`src/rtl/seq_counter_ctrl.sv`:
```
// -----------------------------------------------------------------------------
// seq_counter_ctrl
//
// Timing sequence controller feeding the 4-to-16 timing decoder. Generates the
// sequence count `sc` (decoded downstream into one-hot T0..T15), with run,
// halt and single-step control, clear-on-instruction-end, and saturating
// cycle/instruction counters for debug and CPI measurement.
//
// Ports:
//   clk        in   system clock, rising edge
//   rst_n      in   asynchronous active-low reset
//   start      in   IDLE: begin from T0 (clears counters); HALT: resume
//   halt       in   stop advancing and hold `sc` (ignored in IDLE)
//   sc_clr     in   end of instruction: next advance sets `sc` to 0
//   step_mode  in   1 = advance only on a `step_req` rising edge
//   step_req   in   single-step request level from the debug host
//   step_ack   out  one-cycle pulse after each stepped advance
//   sc         out  current timing state (decoder A input)
//   running    out  controller is in RUN
//   halted     out  controller is in HALT
//   sc_wrap    out  one-cycle pulse when `sc` wrapped MAX_T -> 0 by increment
//   cycle_cnt  out  advances since start, saturating
//   instr_cnt  out  accepted `sc_clr` events since start, saturating
// -----------------------------------------------------------------------------
module seq_counter_ctrl #(
    parameter int SC_WIDTH  = 4,
    parameter int MAX_T     = 15,
    parameter int CNT_WIDTH = 16
) (
    input  logic                 clk,
    input  logic                 rst_n,
    input  logic                 start,
    input  logic                 halt,
    input  logic                 sc_clr,
    input  logic                 step_mode,
    input  logic                 step_req,
    output logic                 step_ack,
    output logic [SC_WIDTH-1:0]  sc,
    output logic                 running,
    output logic                 halted,
    output logic                 sc_wrap,
    output logic [CNT_WIDTH-1:0] cycle_cnt,
    output logic [CNT_WIDTH-1:0] instr_cnt
);

    typedef enum logic [1:0] {
        IDLE = 2'd0,
        RUN  = 2'd1,
        HALT = 2'd2
    } state_t;

    localparam logic [SC_WIDTH-1:0] LAST_SC = SC_WIDTH'(MAX_T);

    state_t                 state;
    state_t                 state_next;
    logic                   step_req_q;
    logic                   advance;
    logic [SC_WIDTH-1:0]    sc_next;
    logic                   step_ack_next;
    logic                   sc_wrap_next;
    logic [CNT_WIDTH-1:0]   cycle_next;
    logic [CNT_WIDTH-1:0]   instr_next;

    // Counters stick at all-ones rather than wrapping.
    function automatic logic [CNT_WIDTH-1:0] sat_inc(input logic [CNT_WIDTH-1:0] v);
        return (v == '1) ? v : v + CNT_WIDTH'(1);
    endfunction

    // In step mode only the first cycle of a high `step_req` level counts, so
    // holding the request yields a single advance.
    assign advance = !step_mode || (step_req && !step_req_q);

    // Next-state and next-output decode.
    always_comb begin
        // NOTE: every signal gets a default before the case so no path leaves
        // it unassigned; an unassigned path would infer a latch.
        state_next    = state;
        sc_next       = sc;
        cycle_next    = cycle_cnt;
        instr_next    = instr_cnt;
        step_ack_next = 1'b0;
        sc_wrap_next  = 1'b0;

        unique case (state)
            IDLE: begin
                if (start) begin
                    state_next = RUN;
                    sc_next    = '0;
                    cycle_next = '0;
                    instr_next = '0;
                end
            end

            RUN: begin
                // halt wins over everything, even a pending advance.
                if (halt) begin
                    state_next = HALT;
                end else if (advance) begin
                    step_ack_next = step_mode;
                    cycle_next    = sat_inc(cycle_cnt);
                    if (sc_clr) begin
                        sc_next    = '0;
                        instr_next = sat_inc(instr_cnt);
                    end else if (sc == LAST_SC) begin
                        sc_next      = '0;
                        sc_wrap_next = 1'b1;
                    end else begin
                        sc_next = sc + SC_WIDTH'(1);
                    end
                end
            end

            HALT: begin
                // Resume keeps the held `sc` and counters.
                if (start && !halt) begin
                    state_next = RUN;
                end
            end

            default: begin
                state_next = IDLE;
            end
        endcase
    end

    // State register.
    // NOTE: sequential state uses non-blocking assignments so every flop
    // samples values from before the edge, independent of statement order.
    always_ff @(posedge clk or negedge rst_n) begin
        if (!rst_n) begin
            state <= IDLE;
        end else begin
            state <= state_next;
        end
    end

    // Registered outputs and the step-request edge detector.
    always_ff @(posedge clk or negedge rst_n) begin
        if (!rst_n) begin
            step_req_q <= 1'b0;
            sc         <= '0;
            step_ack   <= 1'b0;
            sc_wrap    <= 1'b0;
            cycle_cnt  <= '0;
            instr_cnt  <= '0;
            running    <= 1'b0;
            halted     <= 1'b0;
        end else begin
            step_req_q <= step_req;
            sc         <= sc_next;
            step_ack   <= step_ack_next;
            sc_wrap    <= sc_wrap_next;
            cycle_cnt  <= cycle_next;
            instr_cnt  <= instr_next;
            running    <= (state_next == RUN);
            halted     <= (state_next == HALT);
        end
    end

endmodule

```
`config.mk`:
```
export PLATFORM = sky130hd
export DESIGN_NAME = seq_counter_ctrl
export DESIGN_NICKNAME = d
export VERILOG_FILES = /design/src/rtl/seq_counter_ctrl.sv
export SDC_FILE = /design/constraint.sdc
export NUM_CORES = 1
export LEC_CHECK = 0
export CAP_MARGIN = 10
export CORE_ASPECT_RATIO = 1.2
export CORE_MARGIN = 3
export CORE_UTILIZATION = 46
export DETAILED_ROUTE_END_ITERATION = 10
export HOLD_SLACK_MARGIN = 0.02
export PLACE_DENSITY = 0.79
export RECOVER_POWER = 50
export SETUP_SLACK_MARGIN = 0.2
export SYNTH_ARGS = -nofsm -noshare
export SYNTH_HDL_FRONTEND = slang
export SYNTH_SLANG_ARGS = --single-unit
```
`constraint.sdc`:
```
create_clock -name clk -period 1.75 [get_ports clk]
set_input_delay 0.175 -clock clk [delete_from_list [all_inputs] [get_ports clk]]
set_output_delay 0.175 -clock clk [all_outputs]
set_load 0.02 [all_outputs]
```
## Word-level counts from Yosys, hierarchy flattened

Cells that the tools add are included.

| storage, ports and cells | value |
|---|---|
| flip-flop bits (word level) | 43 |
| bits of input ports | 7 |
| logic and storage cells | 64 |

| operators by class | value |
|---|---|
| add/subtract/negate cells | 3 |
| equality and inequality tests | 13 |
| mux-type cells | 28 |
| reductions and logical operators | 11 |

Operators with widths:

| operator | number |
|---|---|
| 2-to-1 mux 16 bit | 8 |
| case mux 16 bit (2 select lines) | 2 |
| adder 16 x 1 -> 16 bit, second input constant | 2 |
| == test 16 bit, second input constant | 2 |
| 2-to-1 mux 4 bit | 5 |
| != test 2 bit, second input constant | 6 |
| 2-to-1 mux 1 bit | 8 |
| case mux 4 bit (2 select lines) | 1 |
| 2-to-1 mux 2 bit | 3 |
| case mux 2 bit (3 select lines) | 1 |
| AND reduction 6 bit | 1 |
| AND reduction 5 bit | 1 |
| adder 4 x 1 -> 4 bit, second input constant | 1 |
| == test 2 x 1 -> 1 bit, second input constant | 2 |
| == test 2 bit, second input constant | 2 |
| == test 4 bit, second input constant | 1 |
| AND reduction 4 bit | 1 |
| zero test 1 bit | 3 |
| logical AND 1 bit | 2 |
| zero test 2 bit | 1 |
| nonzero test 2 bit | 1 |
| logical OR 1 bit | 1 |

## Longest topological paths before layout

| depth | value |
|---|---|
| word-level depth | 6 |
| gate-level depth with buffers | 7 |
| depth with buffers taken out | 6 |

## Least setup slack after synthesis

OpenSTA, ideal clock, no wires.

| timing path | value |
|---|---|
| path kind | register -> register |
| from | register cycle_cnt[0] |
| to | register cycle_cnt[4] |
| setup time | 0.143 ns |
| data arrival time | 1.824 ns |
| required time | 1.607 ns |
| setup slack | -0.217 ns |
| stages on the path, launching flop included | 7 |
| period minus slack after synthesis | 1.967 ns |
| cells stage by stage | dfrtp_1 ha_1 nand3_1 nor4_1 nor2_1 a21oi_1 a31oi_1 |

| on the way | value |
|---|---|
| longest elaborated chain between the ends | 5 |
| elaborated cells on any way between the ends | 8 |
| classes of those cells | add/sub (1); eq/ne (2); mux (4); reduce/logical (1) |

Ends and longest elaborated chain:

| what | line | text |
|---|---|---|
| start: declaration | 42 | `output logic [CNT_WIDTH-1:0] cycle_cnt,` |
| start signal: assignment | 153 | `cycle_cnt <= cycle_next;` |
| adder 16 x 1 -> 16 bit | 66 | `return (v == '1) ? v : v + CNT_WIDTH'(1);` |
| 2-to-1 mux 16 bit | 66 |  |
| 2-to-1 mux 16 bit | 98 | `end else if (advance) begin` |
| 2-to-1 mux 16 bit | 96 | `if (halt) begin` |
| case mux 16 bit (2 select lines) | 84 | `unique case (state)` |

Parallel ways exist; a longest one is shown, timed or not. The select of a mux whose other input is x is not followed.
A chain may end at the register's enable or synchronous reset.

## Worst setup path after layout

| timing path | value |
|---|---|
| from | register instr_cnt[0] |
| to | register instr_cnt[3] |

| on the way | value |
|---|---|
| longest elaborated chain between the ends | 6 |
| elaborated cells on any way between the ends | 9 |
| classes of those cells | add/sub (1); eq/ne (2); mux (5); reduce/logical (1) |

Ends and longest elaborated chain:

| what | line | text |
|---|---|---|
| start: declaration | 43 | `output logic [CNT_WIDTH-1:0] instr_cnt` |
| start signal: assignment | 154 | `instr_cnt <= instr_next;` |
| adder 16 x 1 -> 16 bit | 66 |  |
| 2-to-1 mux 16 bit | 66 |  |
| 2-to-1 mux 16 bit | 101 | `if (sc_clr) begin` |
| 2-to-1 mux 16 bit | 98 |  |
| 2-to-1 mux 16 bit | 96 |  |
| case mux 16 bit (2 select lines) | 84 |  |

Parallel ways exist; a longest one is shown, timed or not. The select of a mux whose other input is x is not followed.

==> impl.org <==
** Power
- Internal cell power :: 2.36 mW
- The analysis attributes to net switching a power of 1.74 mW.
- Of the total power, the share spent switching nets is 0.425.
- Gate power share :: 0.491
- Maximum vdd ir drop :: 842 uV
- Part of the power in registers :: 0.354
- Leakage power of the design :: 1.78 nW
- Pwr dens :: 1090 nW/um2
- Clock power frac :: 0.155

** Worst setup path
- For this run, the slowest stage of the critical path takes 0.39 ns.
- STA puts the critical path data required time at 1.94 ns.
- The cell family contributing the most delay on the critical path is simple AND/OR/NAND/NOR gates.
- The worst setup path is captured at a register.
- At the worst endpoint, the arrival time is 1.91 ns.
- Of all nets on the critical path, the largest fanout is 4.
- For this design, the slowest cell found on the critical path is sky130_fd_sc_hd__dfrtp_2.
- Crit path launch type :: register
- CP Class :: register to register
- CP Buf/Inv Count :: 1
- The signal on the critical path passes through ha_4, nand4_1, buf_4, nor4b_4, and3_4, o211ai_1, o311ai_1.

** Outcome
- The run finished with clean final reports.

** Place
- Placed cell areas :: 3300 um2
- Cell Count Post-Placement :: 410
- Summed over all nets, the half-perimeter wirelength after detailed placement is 5100 um.
- Buffers placed on the I/O ports in this run total 46.
- Final weighted congestion in routability-driven placement :: 0.907
- Pre-CTS setup slack :: -0.117 ns

** Synthesis
- Counting every net in the synthesized netlist gives 275.
- The cell area that synthesis handed to floorplanning was 2360 um2.
- In the synthesized netlist, the number of instances is 265.
- Yosys mapped a number of flops with a built-in enable equal to 0.
- Proportion of register bits with asynchronous set or reset after synthesis :: 1.00
- Mean cell area of the mapped netlist :: 8.92 um2
- For this run, the register share of the synthesized area comes to 0.455.
- The most used flip-flop cell after synthesis is sky130_fd_sc_hd__dfrtp_1.
- Synth Register Bits :: 43
- The Yosys step of the flow raised 0 warnings.
- Count of distinct cell types in the synthesized netlist :: 42

** Global route
- The via count of the first global-routing pass is 2689.
- The number of antenna violations at the first check in global routing is 0.
- The total overflow left after global routing is 0.
- The first global-routing pass estimated 12700 um of wire.
- Pin count of the biggest net entering global routing :: 22
- Combined global-route utilization of all metal layers :: 0.258

** CTS
- TritonCTS built the clock tree.
- Longest Clk Path Bufs :: 2
- CTS root buf :: sky130_fd_sc_hd__clkbuf_8
- CTS sink cnt :: 43
- Number of buffers created by CTS :: 5
- Clock transition at path regs :: 0.09 ns
- H-tree depth :: 2
- At the later pin of the worst-skew pair, clock insertion delay measures 0.30 ns.

** Layout
- At the end of the flow, the number of nets in the layout was 395.
- End-of-flow core utilization :: 0.787
- Most frequent cells in the layout :: sky130_fd_sc_hd__buf_4, sky130_fd_sc_hd__nand2_1, sky130_fd_sc_hd__dfrtp_1, sky130_fd_sc_hd__dlygate4sd2_1, sky130_fd_sc_hd__nand3_1
- Leaving out fill and tap cells, the most frequent cell in the layout is sky130_fd_sc_hd__buf_4.
- The number of antenna diodes in the final layout is 0.
- In the final layout, the share of cells above drive strength 1 is 0.378.
- Leaving out filler cells and counting taps, the final layout contains 444.
- Final design instance area without fill :: 3750 um2
- Layout-stage area growth over the synthesis result :: 58.5%
- The layout has 324 filler cells.

** Detailed routing
- The pre-antenna-repair detailed-routing pass consisted of 5 iterations.
- DRT antenna net count :: 0
- Count of vias placed by the detailed router :: 2825
- In this run, the number of DRC markers left after iteration 0 of detailed routing was 338.
- The final layout contains routed wiring with a total length of 7930 um.
- Detailed-route wire length per cell :: 17.9 um
- After detailed routing, the number of vias per cell comes to 6.36.
- DRC violations left :: 0

** Die
- Number of primary I/O pins :: 47
- Die height :: 84.5 um
- Floorplan Core Area :: 4760 um2
- The die is 71.4 um wide.
- Initial Util :: 0.496
- Die area :: 6040 um2
- Site Rows :: 27

** STA
- In the finished design, the share of the clock period the worst path needs comes to 0.981.
- The worst pin sits at a relative slew slack of 0.426.
- Setup violations remaining at the end of the flow were counted as 0.
- Pin slew with the least headroom to its limit :: 0.861 ns
- Worst clock skew :: 0.0133 ns
- Final setup slack of the worst path :: 0.0332 ns
- The count of final max-slew check failures came to 0.
- Maximum frequency from static timing analysis :: 582 MHz
- Adding up every negative setup slack in the final design gives 0 ns.
- Setup repair after global routing missed its margin :: true
- Fin crit period :: 1.72 ns
- Final Hold Fails :: 0

** Worst hold path
- HP Class :: input port to async pin

** Flow run
- Across the run, the number of max-cap violations was 0.
[state kept, by name (all words and copies together) (netlist names)]
signal	count
cycle_cnt	16
halted	1
instr_cnt	16
running	1
sc	4
sc_wrap	1
state	2
step_ack	1
step_req_q	1
[area by class of cell]
class | instances | area, um2 | area share
sequential | 43 | 1100 | 0.293
clock buffer | 6 | 72.6 | 0.0194
clock inverter | 2 | 12.5 | 0.00334
multi-input combinational | 210 | 1490 | 0.396
timing repair buffer | 119 | 982 | 0.262
tap | 58 | 72.6 | 0.0194
inverter | 6 | 22.5 | 0.00601
[logic make-up after synthesis]
| family | count (synthesis) | synth area share |
|---|---|---|
| compound gates | 79 | 0.209 |
| simple gates | 126 | 0.285 |
| mux | 1 | 0.00424 |
| fa+ha+maj | 3 | 0.0159 |
| buf+inv | 13 | 0.0307 |
| flops | 43 | 0.455 |
[synthesized netlist by cell type, drive strengths merged (3+ instances only)]
cell / n / share of area
clkbuf: 4 / 0.0069
ha: 3 / 0.016
buf: 3 / 0.014
and3: 9 / 0.024
o31ai: 3 / 0.0095
nor2: 16 / 0.025
a21oi: 16 / 0.034
and4: 3 / 0.011
or4: 3 / 0.011
o211ai: 8 / 0.025
a31oi: 9 / 0.024
dfrtp: 43 / 0.46
nand3b: 3 / 0.0095
inv: 6 / 0.0095
nor3: 5 / 0.011
nand3: 26 / 0.055
nand2: 32 / 0.051
or3: 6 / 0.016
o311ai: 5 / 0.019
nand4: 15 / 0.042
o21ai: 27 / 0.057
[per-stage QoR]
step           power (mW)  hold slack [ns]
2_1_floorplan        2.40           -0.121
3_3_place_gp         3.26           0.0952
3_5_place_dp         3.30            0.105
4_1_cts              3.94            0.315
5_1_grt              4.35            0.545
6_report             4.10            0.486
[worst paths after layout]
| path | start | end | slack, ns | cells after the start |
|---|---|---|---|---|
| max | instr_cnt[0] | instr_cnt[3] | 0.03 | 7 |
| min | rst_n | sc_wrap | 0.49 | 2 |
| max reg2reg | instr_cnt[0] | instr_cnt[3] | 0.03 | 7 |
| min reg2reg | sc[3] | sc[3] | 0.53 | 1 |
| max in group asynchronous | rst_n | instr_cnt[1] | 0.26 | 3 |
| min in group clk | sc[3] | sc[3] | 0.53 | 1 |
[power groups by stage]
stage	clock network, mW	logic (mW)	registers [mW]
2_1_floorplan	0	0.690	1.71
3_3_place_gp	0	1.80	1.46
3_5_place_dp	0	1.83	1.47
4_1_cts	0.644	1.86	1.44
5_1_grt	0.694	2.17	1.48
6_report	0.637	2.01	1.45
[routing by layer]
layer  vias up  wire [um]  GRT usage
li1       1268          -          -
met1      1362       3110      0.330
met2       155       4020      0.429
met3        40        530     0.0371
met4         0        266      0.115
met5         -          0          0
[timing repair]
action / in CTS / in global routing
resized for setup: 41 / 54
hold buffers: 1 / 0
setup endpoints to repair: 56 / 43
pin swaps: 22 / 29
cloned: 1 / 0
endpoints found under the hold margin: 14 / 0
buffers inserted: 14 / 10
Note: power is estimated with default switching activity, not from simulation.
